## config.mk

```make
export PLATFORM = sky130hd
export DESIGN_NAME = branch_predict_pc
export DESIGN_NICKNAME = d
export VERILOG_FILES = /design/src/rtl/bp_pkg.sv /design/src/rtl/bp_table.sv /design/src/rtl/branch_predict_pc.sv
export SDC_FILE = /design/constraint.sdc
export NUM_CORES = 1
export LEC_CHECK = 0
export ABC_AREA = 1
export CORE_MARGIN = 2
export CORE_UTILIZATION = 30
export DETAILED_ROUTE_END_ITERATION = 8
export DONT_BUFFER_PORTS = 1
export PLACE_DENSITY_LB_ADDON = 0.25
export SYNTH_ARGS = -nofsm -noshare
export SYNTH_HDL_FRONTEND = slang
export SYNTH_SLANG_ARGS = --single-unit
```

## constraint.sdc

```tcl
create_clock -name clk -period 21.4 [get_ports clk]
set_clock_uncertainty 0.05 [all_clocks]
set_input_delay 4.28 -clock clk [delete_from_list [all_inputs] [get_ports clk]]
set_output_delay 4.28 -clock clk [all_outputs]
set_load 0.01 [all_outputs]
```

## src/rtl/bp_pkg.sv

```systemverilog
// Branch predictor shared types: 2-bit saturating direction counter
// encoding and its next-state function.
package bp_pkg;

  typedef logic [1:0] ctr_t;

  localparam ctr_t SNT = 2'b00;
  localparam ctr_t WNT = 2'b01;
  localparam ctr_t WT  = 2'b10;
  localparam ctr_t ST  = 2'b11;

  // Saturating step toward taken (+1) or not-taken (-1).
  function automatic ctr_t ctr_next(input ctr_t c, input logic taken);
    ctr_t n;
    if (taken) n = (c == ST)  ? ST  : ctr_t'(c + 2'd1);
    else       n = (c == SNT) ? SNT : ctr_t'(c - 2'd1);
    return n;
  endfunction

endpackage

```

## src/rtl/bp_table.sv

```systemverilog
// Direct-mapped BTB + BHT: valid/tag/target/counter arrays.
// Combinational read port for fetch lookup, synchronous write port for
// execute-stage resolution. Reads see pre-write state within a cycle.
module bp_table
  import bp_pkg::*;
#(
  parameter int PC_WIDTH = 10,
  parameter int ENTRIES  = 16
) (
  input  logic                clk,
  input  logic                rst,
  input  logic [PC_WIDTH-1:0] rd_pc,
  output logic                rd_taken,
  output logic [PC_WIDTH-1:0] rd_tgt,
  input  logic                wr_en,
  input  logic [PC_WIDTH-1:0] wr_pc,
  input  logic                wr_taken,
  input  logic [PC_WIDTH-1:0] wr_target
);

  localparam int IDX_BITS = $clog2(ENTRIES);
  localparam int TAG_BITS = PC_WIDTH - IDX_BITS;

  logic [ENTRIES-1:0]               valid_q;
  logic [ENTRIES-1:0][TAG_BITS-1:0] tag_q;
  logic [ENTRIES-1:0][PC_WIDTH-1:0] tgt_q;
  ctr_t [ENTRIES-1:0]               ctr_q;

  logic [IDX_BITS-1:0] rd_idx, wr_idx;
  logic [TAG_BITS-1:0] rd_tag, wr_tag;
  logic                rd_hit, wr_hit;

  assign rd_idx = rd_pc[IDX_BITS-1:0];
  assign rd_tag = rd_pc[PC_WIDTH-1:IDX_BITS];
  assign wr_idx = wr_pc[IDX_BITS-1:0];
  assign wr_tag = wr_pc[PC_WIDTH-1:IDX_BITS];

  // Lookup: predict taken only on a tag hit with the counter's MSB set.
  always_comb begin
    rd_hit   = valid_q[rd_idx] && (tag_q[rd_idx] == rd_tag);
    rd_taken = rd_hit && ctr_q[rd_idx][1];
    rd_tgt   = tgt_q[rd_idx];
    wr_hit   = valid_q[wr_idx] && (tag_q[wr_idx] == wr_tag);
  end

  // Resolution update: train on hit, allocate weakly-taken on taken miss
  // (evicting any alias), ignore not-taken misses.
  always_ff @(posedge clk or posedge rst) begin
    if (rst) begin
      valid_q <= '0;
      tag_q   <= '0;
      tgt_q   <= '0;
      ctr_q   <= {ENTRIES{WNT}};
    end else if (wr_en) begin
      if (wr_hit) begin
        ctr_q[wr_idx] <= ctr_next(ctr_q[wr_idx], wr_taken);
        if (wr_taken) tgt_q[wr_idx] <= wr_target;
      end else if (wr_taken) begin
        valid_q[wr_idx] <= 1'b1;
        tag_q[wr_idx]   <= wr_tag;
        tgt_q[wr_idx]   <= wr_target;
        ctr_q[wr_idx]   <= WT;
      end
    end
  end

endmodule

```

## src/rtl/branch_predict_pc.sv

```systemverilog
// Fetch PC unit with dynamic branch prediction. Owns the PC register and
// next-PC mux (mispredict redirect > stall > prediction) and drives the
// BTB/BHT. Optional resolution statistics under `BP_STATS_EN.
module branch_predict_pc
  import bp_pkg::*;
#(
  parameter int                  PC_WIDTH = 10,
  parameter int                  ENTRIES  = 16,
  parameter logic [PC_WIDTH-1:0] RESET_PC = '0
) (
  input  logic                clk,
  input  logic                rst,
  input  logic                stall,
  output logic [PC_WIDTH-1:0] pc,
  output logic                pred_taken,
  output logic [PC_WIDTH-1:0] pred_target,
  input  logic                upd_valid,
  input  logic [PC_WIDTH-1:0] upd_pc,
  input  logic                upd_taken,
  input  logic [PC_WIDTH-1:0] upd_target,
  input  logic                upd_mispredict,
  output logic [31:0]         branch_count,
  output logic [31:0]         mispredict_count
);

  logic [PC_WIDTH-1:0] tbl_tgt, pc_next;
  logic                redirect;

  bp_table #(.PC_WIDTH(PC_WIDTH), .ENTRIES(ENTRIES)) u_table (
    .clk       (clk),
    .rst       (rst),
    .rd_pc     (pc),
    .rd_taken  (pred_taken),
    .rd_tgt    (tbl_tgt),
    .wr_en     (upd_valid),
    .wr_pc     (upd_pc),
    .wr_taken  (upd_taken),
    .wr_target (upd_target)
  );

  assign redirect = upd_valid && upd_mispredict;

  // Prediction and next-PC select; all arithmetic wraps at PC_WIDTH.
  always_comb begin
    pred_target = pred_taken ? tbl_tgt : pc + PC_WIDTH'(1);
    if (redirect)   pc_next = upd_taken ? upd_target : upd_pc + PC_WIDTH'(1);
    else if (stall) pc_next = pc;
    else            pc_next = pred_target;
  end

  // PC register.
  always_ff @(posedge clk or posedge rst) begin
    if (rst) pc <= RESET_PC;
    else     pc <= pc_next;
  end

`ifdef BP_STATS_EN
  logic [31:0] br_q, mp_q;

  // Saturating resolution and mispredict counters.
  always_ff @(posedge clk or posedge rst) begin
    if (rst) begin
      br_q <= '0;
      mp_q <= '0;
    end else if (upd_valid) begin
      if (br_q != '1) br_q <= br_q + 32'd1;
      if (upd_mispredict && (mp_q != '1)) mp_q <= mp_q + 32'd1;
    end
  end

  assign branch_count     = br_q;
  assign mispredict_count = mp_q;
`else
  assign branch_count     = '0;
  assign mispredict_count = '0;
`endif

endmodule

```

=== Word-level counts from Yosys, hierarchy flattened ===
Index checks and enable logic that the tools add are counted.

* Register bits after elaboration: 314
* Input bits: 26
* Output and inout bits: 85
* Word-level logic and storage cells: 112

* Add/subtract/negate cells: 4
* Order comparisons: 3
* Equal/unequal tests: 4
* Mux-type cells: 36
* Bitwise logic cells: 5
* Reduce and logical (&&, ||, !) cells: 10

{| class="wikitable"
|+ Operator list
! kind !! number
|-
| $bwmux W160 || 1
|-
| $bwmux W96 || 1
|-
| $mux W32 || 2
|-
| $mux W10 || 6
|-
| $bmux W6 S4 || 2
|-
| $bmux W10 S4 || 1
|-
| $demux W10 S4 || 1
|-
| $bwmux W32 || 1
|-
| $or A16 B16 Y16 || 2
|-
| $demux W6 S4 || 1
|-
| $add A10 B1 Y10 const B || 2
|-
| $mux W6 || 3
|-
| $and A16 B16 Y16 || 1
|-
| $bmux W2 S4 || 2
|-
| $mux W2 || 8
|-
| $not A16 Y16 || 1
|-
| $eq A6 B6 Y1 || 2
|-
| $lt A4 B5 Y1 const B || 2
|-
| $bmux W1 S4 || 2
|-
| $demux W2 S4 || 1
|-
| $logic_and A1 B1 Y1 || 5
|-
| $demux W1 S4 || 1
|-
| $ge A4 B1 Y1 const B || 1
|-
| $reduce_and A2 Y1 || 2
|-
| other kinds (9) || 11
|}

=== Longest topological paths before layout ===
Gate-level depths: netlist (run 1).

* Depth after elaboration: 9
* Mapped depth: 19

=== Hierarchy ===
A second synthesis (run 1) with hierarchy kept.

* Cell total of the unflattened synthesis: 2241
* Area total of the unflattened synthesis: 16913.7 um2

{| class="wikitable"
|+ Modules (own cells, without submodules)
! module !! times used !! cells an instance !! area each (um2) !! seq. area each (um2)
|-
| bp_table || 1 || 1981 || 15268.4 || 7627.3
|-
| branch_predict_pc || 1 || 260 || 1645.3 || 250.2
|}

=== Worst setup path after synthesis (run 1) ===
No wires, ideal clock.

* Path type: register -> output
* Start: register pc[0]
* End: output pred_target[1]
* Data arrival time: 2201 ps
* Path slack: 14869 ps
* Cell stages (with the launch flop): 15
* Cell sequence: dfrtp_1 -> buf_2 -> inv_2 -> buf_2 -> buf_2 -> nand2_1 -> nand3_1 -> nand3_1 -> nand2_1 -> a21oi_1 -> nor2_1 -> nand2_1 -> nor2_1 -> nand2_1 -> and2_1

* Longest elaborated chain between the ends: 6
* Elaborated cells between the ends (all ways): 13

{| class="wikitable"
|+ RTL lines
! item !! line !! text
|-
| start, declared || branch_predict_pc.sv:14 || <nowiki>output logic [PC_WIDTH-1:0] pc,</nowiki>
|-
| start signal, assigned || branch_predict_pc.sv:54 || <nowiki>else pc <= pc_next;</nowiki>
|-
| $bmux W6 S4 || bp_table.sv:40 || <nowiki>rd_hit = valid_q[rd_idx] && (tag_q[rd_idx] == rd_tag);</nowiki>
|-
| $mux W6 (not written as such) || bp_table.sv:40 ||
|-
| $eq A6 B6 Y1 || bp_table.sv:40 ||
|-
| $logic_and A1 B1 Y1 || bp_table.sv:40 ||
|-
| $logic_and A1 B1 Y1 (*) || bp_table.sv:41 || <nowiki>rd_taken = rd_hit && ctr_q[rd_idx][1];</nowiki>
|-
| via pred_taken || branch_predict_pc.sv:15 || <nowiki>output logic pred_taken,</nowiki>
|-
| $mux W10 (*) || branch_predict_pc.sv:45 || <nowiki>pred_target = pred_taken ? tbl_tgt : pc + PC_WIDTH'(1);</nowiki>
|-
| end, declared || branch_predict_pc.sv:16 || <nowiki>output logic [PC_WIDTH-1:0] pred_target,</nowiki>
|}

Mark *: on every way through the listed nets, which the timed path passes. The rest lies on a longest branch. The select of a mux whose other input is x is not followed.

=== Worst setup path after layout (run 1) ===
* Start: register pc[0]
* End: output pred_target[3]

Same word-level chain as after synthesis.

==> results of run 1 <==
## layout make-up
| type | instances | area [sq um] | area share [%] |
|---|---|---|---|
| clock inverters | 7 | 97.6 | 0.512 |
| multi-input cells | 1753 | 7990 | 42.0 |
| repair buffers | 22 | 165 | 0.867 |
| clock buffers | 60 | 1160 | 6.11 |
| well taps | 765 | 957 | 5.02 |
| inverters | 209 | 793 | 4.16 |
| flip-flops and latches | 314 | 7890 | 41.4 |
## cell families (layout without fill, tap and decap cells)
family          after synthesis  after routing  synth area share (%)
compound gates              599            599                  18.1
buf+inv                     436            298                  11.4
simple gates               1071           1071                  24.6
other cells                   1             64                0.0213
fa+ha+maj                     5              5                 0.356
flops                       314            314                  44.8
xor+xnor                     14             14                 0.697
## final timing paths
path                       depth (start not counted)                           from  slack, ns                            end
min                                                2  u_table.ctr_q[10]$_DFFE_PP1P_       0.41  u_table.ctr_q[10]$_DFFE_PP1P_
max in group asynchronous                          2                            rst      16.09  u_table.tag_q[33]$_DFFE_PP0P_
max                                               15              pc[0]$_DFFE_PP0P_      11.83                 pred_target[3]
max reg2reg                                       16              pc[0]$_DFFE_PP0P_      16.48              pc[1]$_DFFE_PP0P_
min in group asynchronous                          1                            rst       3.62  u_table.tgt_q[83]$_DFFE_PP0P_
min reg2reg                                        2  u_table.ctr_q[10]$_DFFE_PP1P_       0.41  u_table.ctr_q[10]$_DFFE_PP1P_
## state kept, by name, indices dropped and copies added, names as in the netlist
register and count:
pc 10, u_table.ctr_q 32, u_table.tag_q 96, u_table.tgt_q 160, u_table.valid_q 16
## Yosys cell counts
| master | number |
|---|---|
| a21o_1 | 5 |
| a21oi_1 | 172 |
| a31oi_1 | 7 |
| and2_1 | 9 |
| buf_1 | 10 |
| buf_2 | 40 |
| buf_4 | 81 |
| buf_6 | 1 |
| clkbuf_1 | 95 |
| clkinv_1 | 5 |
| conb_1 | 1 |
| dfrtp_1 | 298 |
| dfstp_2 | 16 |
| ha_1 | 5 |
| inv_1 | 198 |
| inv_2 | 6 |
| nand2_1 | 636 |
| nand2_2 | 10 |
| nand3_1 | 163 |
| nand3_2 | 1 |
| nand3b_1 | 2 |
| nand4_1 | 7 |
| nor2_1 | 225 |
| nor2_2 | 3 |
| nor3_1 | 14 |
| nor3_2 | 1 |
| o2111ai_1 | 13 |
| o211ai_1 | 35 |
| o21ai_0 | 289 |
| o21ai_1 | 65 |
| o21bai_1 | 6 |
| o221ai_1 | 2 |
| o22ai_1 | 5 |
| xnor2_1 | 1 |
| xor2_1 | 13 |
## worst max-delay path: stages, from the launching register on
cell and delay (ns):
dfrtp_4 0.89, clkinv_2 0.49, buf_4 0.53, nand2_1 0.19, nand3_1 0.08, nand2_1 0.08, nand2_1 0.05, nand2_1 0.13
inv_1 0.08, nand2_1 0.09, nand2_1 0.06, nand2_1 0.08, nand3_1 0.30, nor2_1 1.04, nand2_1 0.20, and2_1 0.28
## metrics by stage
step	cells	cell area (sq um)	power (uW)	worst slack (ns)	hold slack (ns)
floorplan	2503	17800	1230	8.41	0.380
global placement	3063	17800	1420	12.70	0.397
detailed placement	3063	17800	1430	12.57	0.400
CTS	3130	19100	2100	11.93	0.415
global route	3130	19100	2220	11.52	0.426
finish	3130	19100	2090	11.83	0.412
## where the power goes
part | switching [uW] | internal [uW] | total, uW
registers | 103 | 711 | 815
clock network | 274 | 387 | 661
logic | 427 | 188 | 615
total | 805 | 1290 | 2090
## metal layers
metal / up-vias / wire [um]
met1: 7522 / 27200
met4: 2 / 1950
met5: - / 14
met2: 603 / 28100
li1: 7573 / -
met3: 100 / 5020
==> impl_results.md, run 1 <==
- Fill cells: 6282
- Resized cells post-CTS: 0
- Most frequent cells in the layout: nand2_1, dfrtp_1, o21ai_0
- Die ar.: 60600 sq um
- Share of cells above drive strength 1: 5.54%
- I/O pins: 111
- WL/cell: 19.9 um
- Commonest non-fill, non-tap cell in the layout: nand2_1
- Cts bufs inserted: 37
- CTS root buffer: clkbuf_16
- Max_slew headroom: 18.0%
- RSZ-0062 raised after global routing: false
- Slew Limit Fails: 0
- Die extent in x: 246 um
- H-tree levels: 2
- Vias in the first global route: 14876
- Layout area overhead: 8.38%
- Remaining Overflow, GRT: 0
- Outcome: finished, final reports clean
- Antenna viol nets, final: 0
- Worst slew pin tran: 1.23 ns
- Largest net degree at the start of global routing: 124
- Busiest grt layer: met2
- Initial antenna violation count: 1
- # rows: 88
- #FFs+latches synth: 314
- Worst EP required: 17.07 ns
- Type of element capturing the critical path: primary output
- CP arrival: 5.24 ns
- Cell Pwr Density: 110 nW/um^2
- GR Util met1: 27.5%
- CP max FO: 94
- Pleak: 0.00899 uW
- Hold Fails Final Rpt: 0
- First-pass GRT wire length: 94.2 mm
- Top area cells in the synthesized netlist: dfrtp_1, nand2_1, o21ai_0
- Drt total wl: 62.2 mm
- Period utilization: 44.7%
- Vias/cell: 5.05
- Post-synth top area share: 42.4%
- Post-synthesis sequential area ratio: 44.8%
- All-Layer GR Usage: 20.5%
- # clock sinks: 314
- First-pass iteration count of the detailed router: 6
- Minimum clock period: 9.57 ns
- Clock Latency Late Sink: 0.57 ns
- Global routing usage on met3: 4.96%
- Hold buffers post-CTS: 0
- DRT iter0 DRCs: 1513
- CP Launch Type: flop
- Post-CTS Setup Bufs: 0
- CTS tree: built
- Hpwl dp: 41.1 mm
- Mapped cell area: 17600 sq um
- Netlist cell types: 35
- Max-cap viol count: 0
- Clock transition at the registers of the reported paths: 0.06 ns
- CORE AREA: 57800 sq um
- Synth Warn #: 0
- Util after Layout: 33.0%
- Routed vias: 15800
- Antenna fix cells: 0
- Bufs on Longest Clock Path: 3
- GR Util met2: 32.2%
- Die height: 246 um
- Global placement routability congestion: 0.905
- Setup TNS: 0 ns
- Mapped Avg Cell Area: 7.21 sq um
- Type of the worst setup path: flop to primary output
- Maximum vdd drop: 0.0580 mV
- Hold crit path type: flop to flop
- Initial Util: 30.4%
- Fmax: 0.104 GHz
- Port Buffer Count: 0
- NumNets Final: 2368
- DR DRC count: 0
- Cells after Synth: 2440
- Yosys top cell by area: dfrtp_1
- Final setup viols: 0
Power figures use the tool's default switching activity.
==> run 2: changes to the inputs <==
==> constraint.sdc (replaced) <==
create_clock -name clk -period 8 [get_ports clk]
set_clock_uncertainty 0.05 [all_clocks]
set_input_delay 1.6 -clock clk [delete_from_list [all_inputs] [get_ports clk]]
set_output_delay 1.6 -clock clk [all_outputs]
set_load 0.01 [all_outputs]
==> run 2 against run 1 <==
Flip-flop and latch count stayed put. Core utilization increased by 0.20 points. Hold slack improved by 0.00054 ns. Clock power rose to 2.8 times the previous value. Via count increased by 0.27%. Critical path depth down 1. Cell count increased by 0.16%. Largest cell class unchanged. Highest routed layer unchanged.
==> impl_results.md, run 2 (synthesized netlist as in run 1, its figures left out) <==
- Type of element capturing the critical path: primary output
- Initial Util: 30.4% (unchanged)
- CTS root buffer: clkbuf_16
- Port Buffer Count: 0 (unchanged)
- Cts bufs inserted: 38 (+2.7%)
- Slew Limit Fails: 0 (unchanged)
- Die height: 246 um (unchanged)
- Final WS setup: 1.24 ns (-10.59 ns)
- All-Layer GR Usage: 20.1% (-0.39 points)
- CTS tree: built
- Initial antenna violation count: 3 (+2)
- Critical-path top delay cell: nor2_1
- DR DRC count: 0 (unchanged)
- CP arrival: 5.11 ns (-0.13 ns)
- RSZ-0062 raised after global routing: false
- Die ar.: 60600 sq um (unchanged)
- Final setup viols: 0 (unchanged)
- Hold slack: 0.413 ns (+0.000543 ns)
- Max-cap viol count: 0 (unchanged)
- Fill cells: 6267 (-0.24%)
- Outcome: finished, final reports clean
- Vias in the first global route: 15037 (+1.1%)
- NumNets Final: 2371 (+0.13%)
- Maximum vdd drop: 0.190 mV (+230%)
- Largest net degree at the start of global routing: 156 (+26%)
- Buf/Inv on CP: 3 (unchanged)
- Max_slew headroom: 22.5% (+4.5 points)
- CP max FO: 68 (-28%)
- Max reg flops: 160 (unchanged)
- Routed vias: 15843 (+0.27%)
- Bufs on Longest Clock Path: 3 (unchanged)
- DRT iter0 DRCs: 1487 (-1.7%)
- First-pass iteration count of the detailed router: 8 (+2)
- Most frequent cells in the layout: nand2_1, dfrtp_1, o21ai_0
- # clock sinks: 314 (unchanged)
- Minimum clock period: 6.76 ns
- Util after Layout: 33.2% (+0.20 points)
- Reg with most FFs: u_table.tgt_q
- Commonest non-fill, non-tap cell in the layout: nand2_1
- Hpwl dp: 39.9 mm (-3.0%)
- Antenna fix cells: 0 (unchanged)
- Hold crit path type: flop to flop
- Crit path cell chain: clkinv_2 > buf_4 > nand2_1 > inv_1 > nor2_1 > nor2_1 > nand3_1 > nand2_1 > a21oi_1 > nor2_1 > nand2_1 > nor2_1 > nand2_1 > and2_1
- Cell Pwr Density: 296 nW/um^2 (+170%)
- Pre-CTS setup slack: 1.97 ns (-10.59 ns)
- Post-CTS Setup Bufs: 0 (unchanged)
- WL/cell: 19.6 um (-1.6%)
- Global placement routability congestion: 0.895 (-1.1%)
- CORE AREA: 57800 sq um (unchanged)
- # rows: 88 (unchanged)
- CP Launch Type: flop
- First-pass GRT wire length: 93.0 mm (-1.3%)
- Hold Fails Final Rpt: 0 (unchanged)
- CP peak stage delay: 0.94 ns (-0.10 ns)
- Drt total wl: 61.3 mm (-1.5%)
- H-tree levels: 2 (unchanged)
- Layout area overhead: 9.04%
- Vias/cell: 5.05 (+0.11%)
- Pleak: 0.00906 uW (+0.76%)
- Worst slew pin tran: 1.16 ns (-0.0676 ns)
- Antenna viol nets, final: 0 (unchanged)
- Share of cells above drive strength 1: 5.82% (+0.28 points)
- Worst EP required: 6.35 ns (-10.72 ns)
- I/O pins: 111 (unchanged)
- Die extent in x: 246 um (unchanged)
- Resized cells post-CTS: 0 (unchanged)
- Hold buffers post-CTS: 0 (unchanged)
- Clock transition at the registers of the reported paths: 0.06 ns (about the same)
- Fmax: 0.148 GHz
- Clock Latency Late Sink: 0.60 ns (+0.03 ns)
- Delay-heaviest family, CP: simple AND/OR/NAND/NOR gates
- Period utilization: 84.5%
- Remaining Overflow, GRT: 0 (unchanged)
- Type of the worst setup path: flop to primary output
- Setup TNS: 0 ns (unchanged)
- Top flop regs: u_table.tgt_q: 160 flops, u_table.tag_q: 96 flops, u_table.ctr_q: 32 flops
run 2: cell count changes in the layout (fill, tap and decap cells not counted), sizes merged:
cell	before	now
clkbuf	60	53
clkinv	7	14
bufinv	1	5
buf	22	24
clkinvlp	3	2
run 2: tightest hold or removal path: cells and delay by family (launching register included):
family / cells / cell delay, ns
flops: 1 / 0.36
simple gates: 2 / 0.09
run 2: per-stage QoR:
stage	area, sq um	total power (uW)	std cells
global placement	17800	3810	3065
CTS	19200	5710	3135
detailed placement	17800	3820	3065
global route	19200	6030	3135
finish	19200	5680	3135
floorplan	17800	3300	2503
run 2: per-layer routing:
layer  GRT usage (%)  part of all wire [%]  up-vias
li1                -                     -     7578
met1            27.0                    44     7556
met2            31.5                    44      593
met3            4.63                   8.6      112
met4            7.66                   3.5        4
met5               0                 0.036        -
run 2: power by group:
group          internal [uW]  leakage [uW]  switching, uW  total, uW
Clock                   1120      0.000663            746       1870
Sequential              1900       0.00380            268       2170
Combinational            509       0.00460           1130       1640
run 2: cell type report:
class	count	area, sq um	area share [%]
tap	765	957	4.99
clock inverter	17	254	1.32
inverter	209	790	4.12
multi-input combinational	1753	7990	41.7
timing repair buffer	24	205	1.07
sequential	314	7890	41.1
clock buffer	53	1090	5.67
run 2: final timing paths:
check,startpoint,to,slack (ns),depth (start not counted)
worst max-delay path,pc[0]$_DFFE_PP0P_,pred_target[3],1.24,14
worst min-delay path,u_table.ctr_q[22]$_DFFE_PP1P_,u_table.ctr_q[22]$_DFFE_PP1P_,0.41,2
worst max register to register,pc[0]$_DFFE_PP0P_,pc[3]$_DFFE_PP0P_,3.21,15
worst min register to register,u_table.ctr_q[22]$_DFFE_PP1P_,u_table.ctr_q[22]$_DFFE_PP1P_,0.41,2
max in group asynchronous,rst,pc[0]$_DFFE_PP0P_,5.35,2
min in group asynchronous,rst,u_table.tgt_q[95]$_DFFE_PP0P_,1.00,1
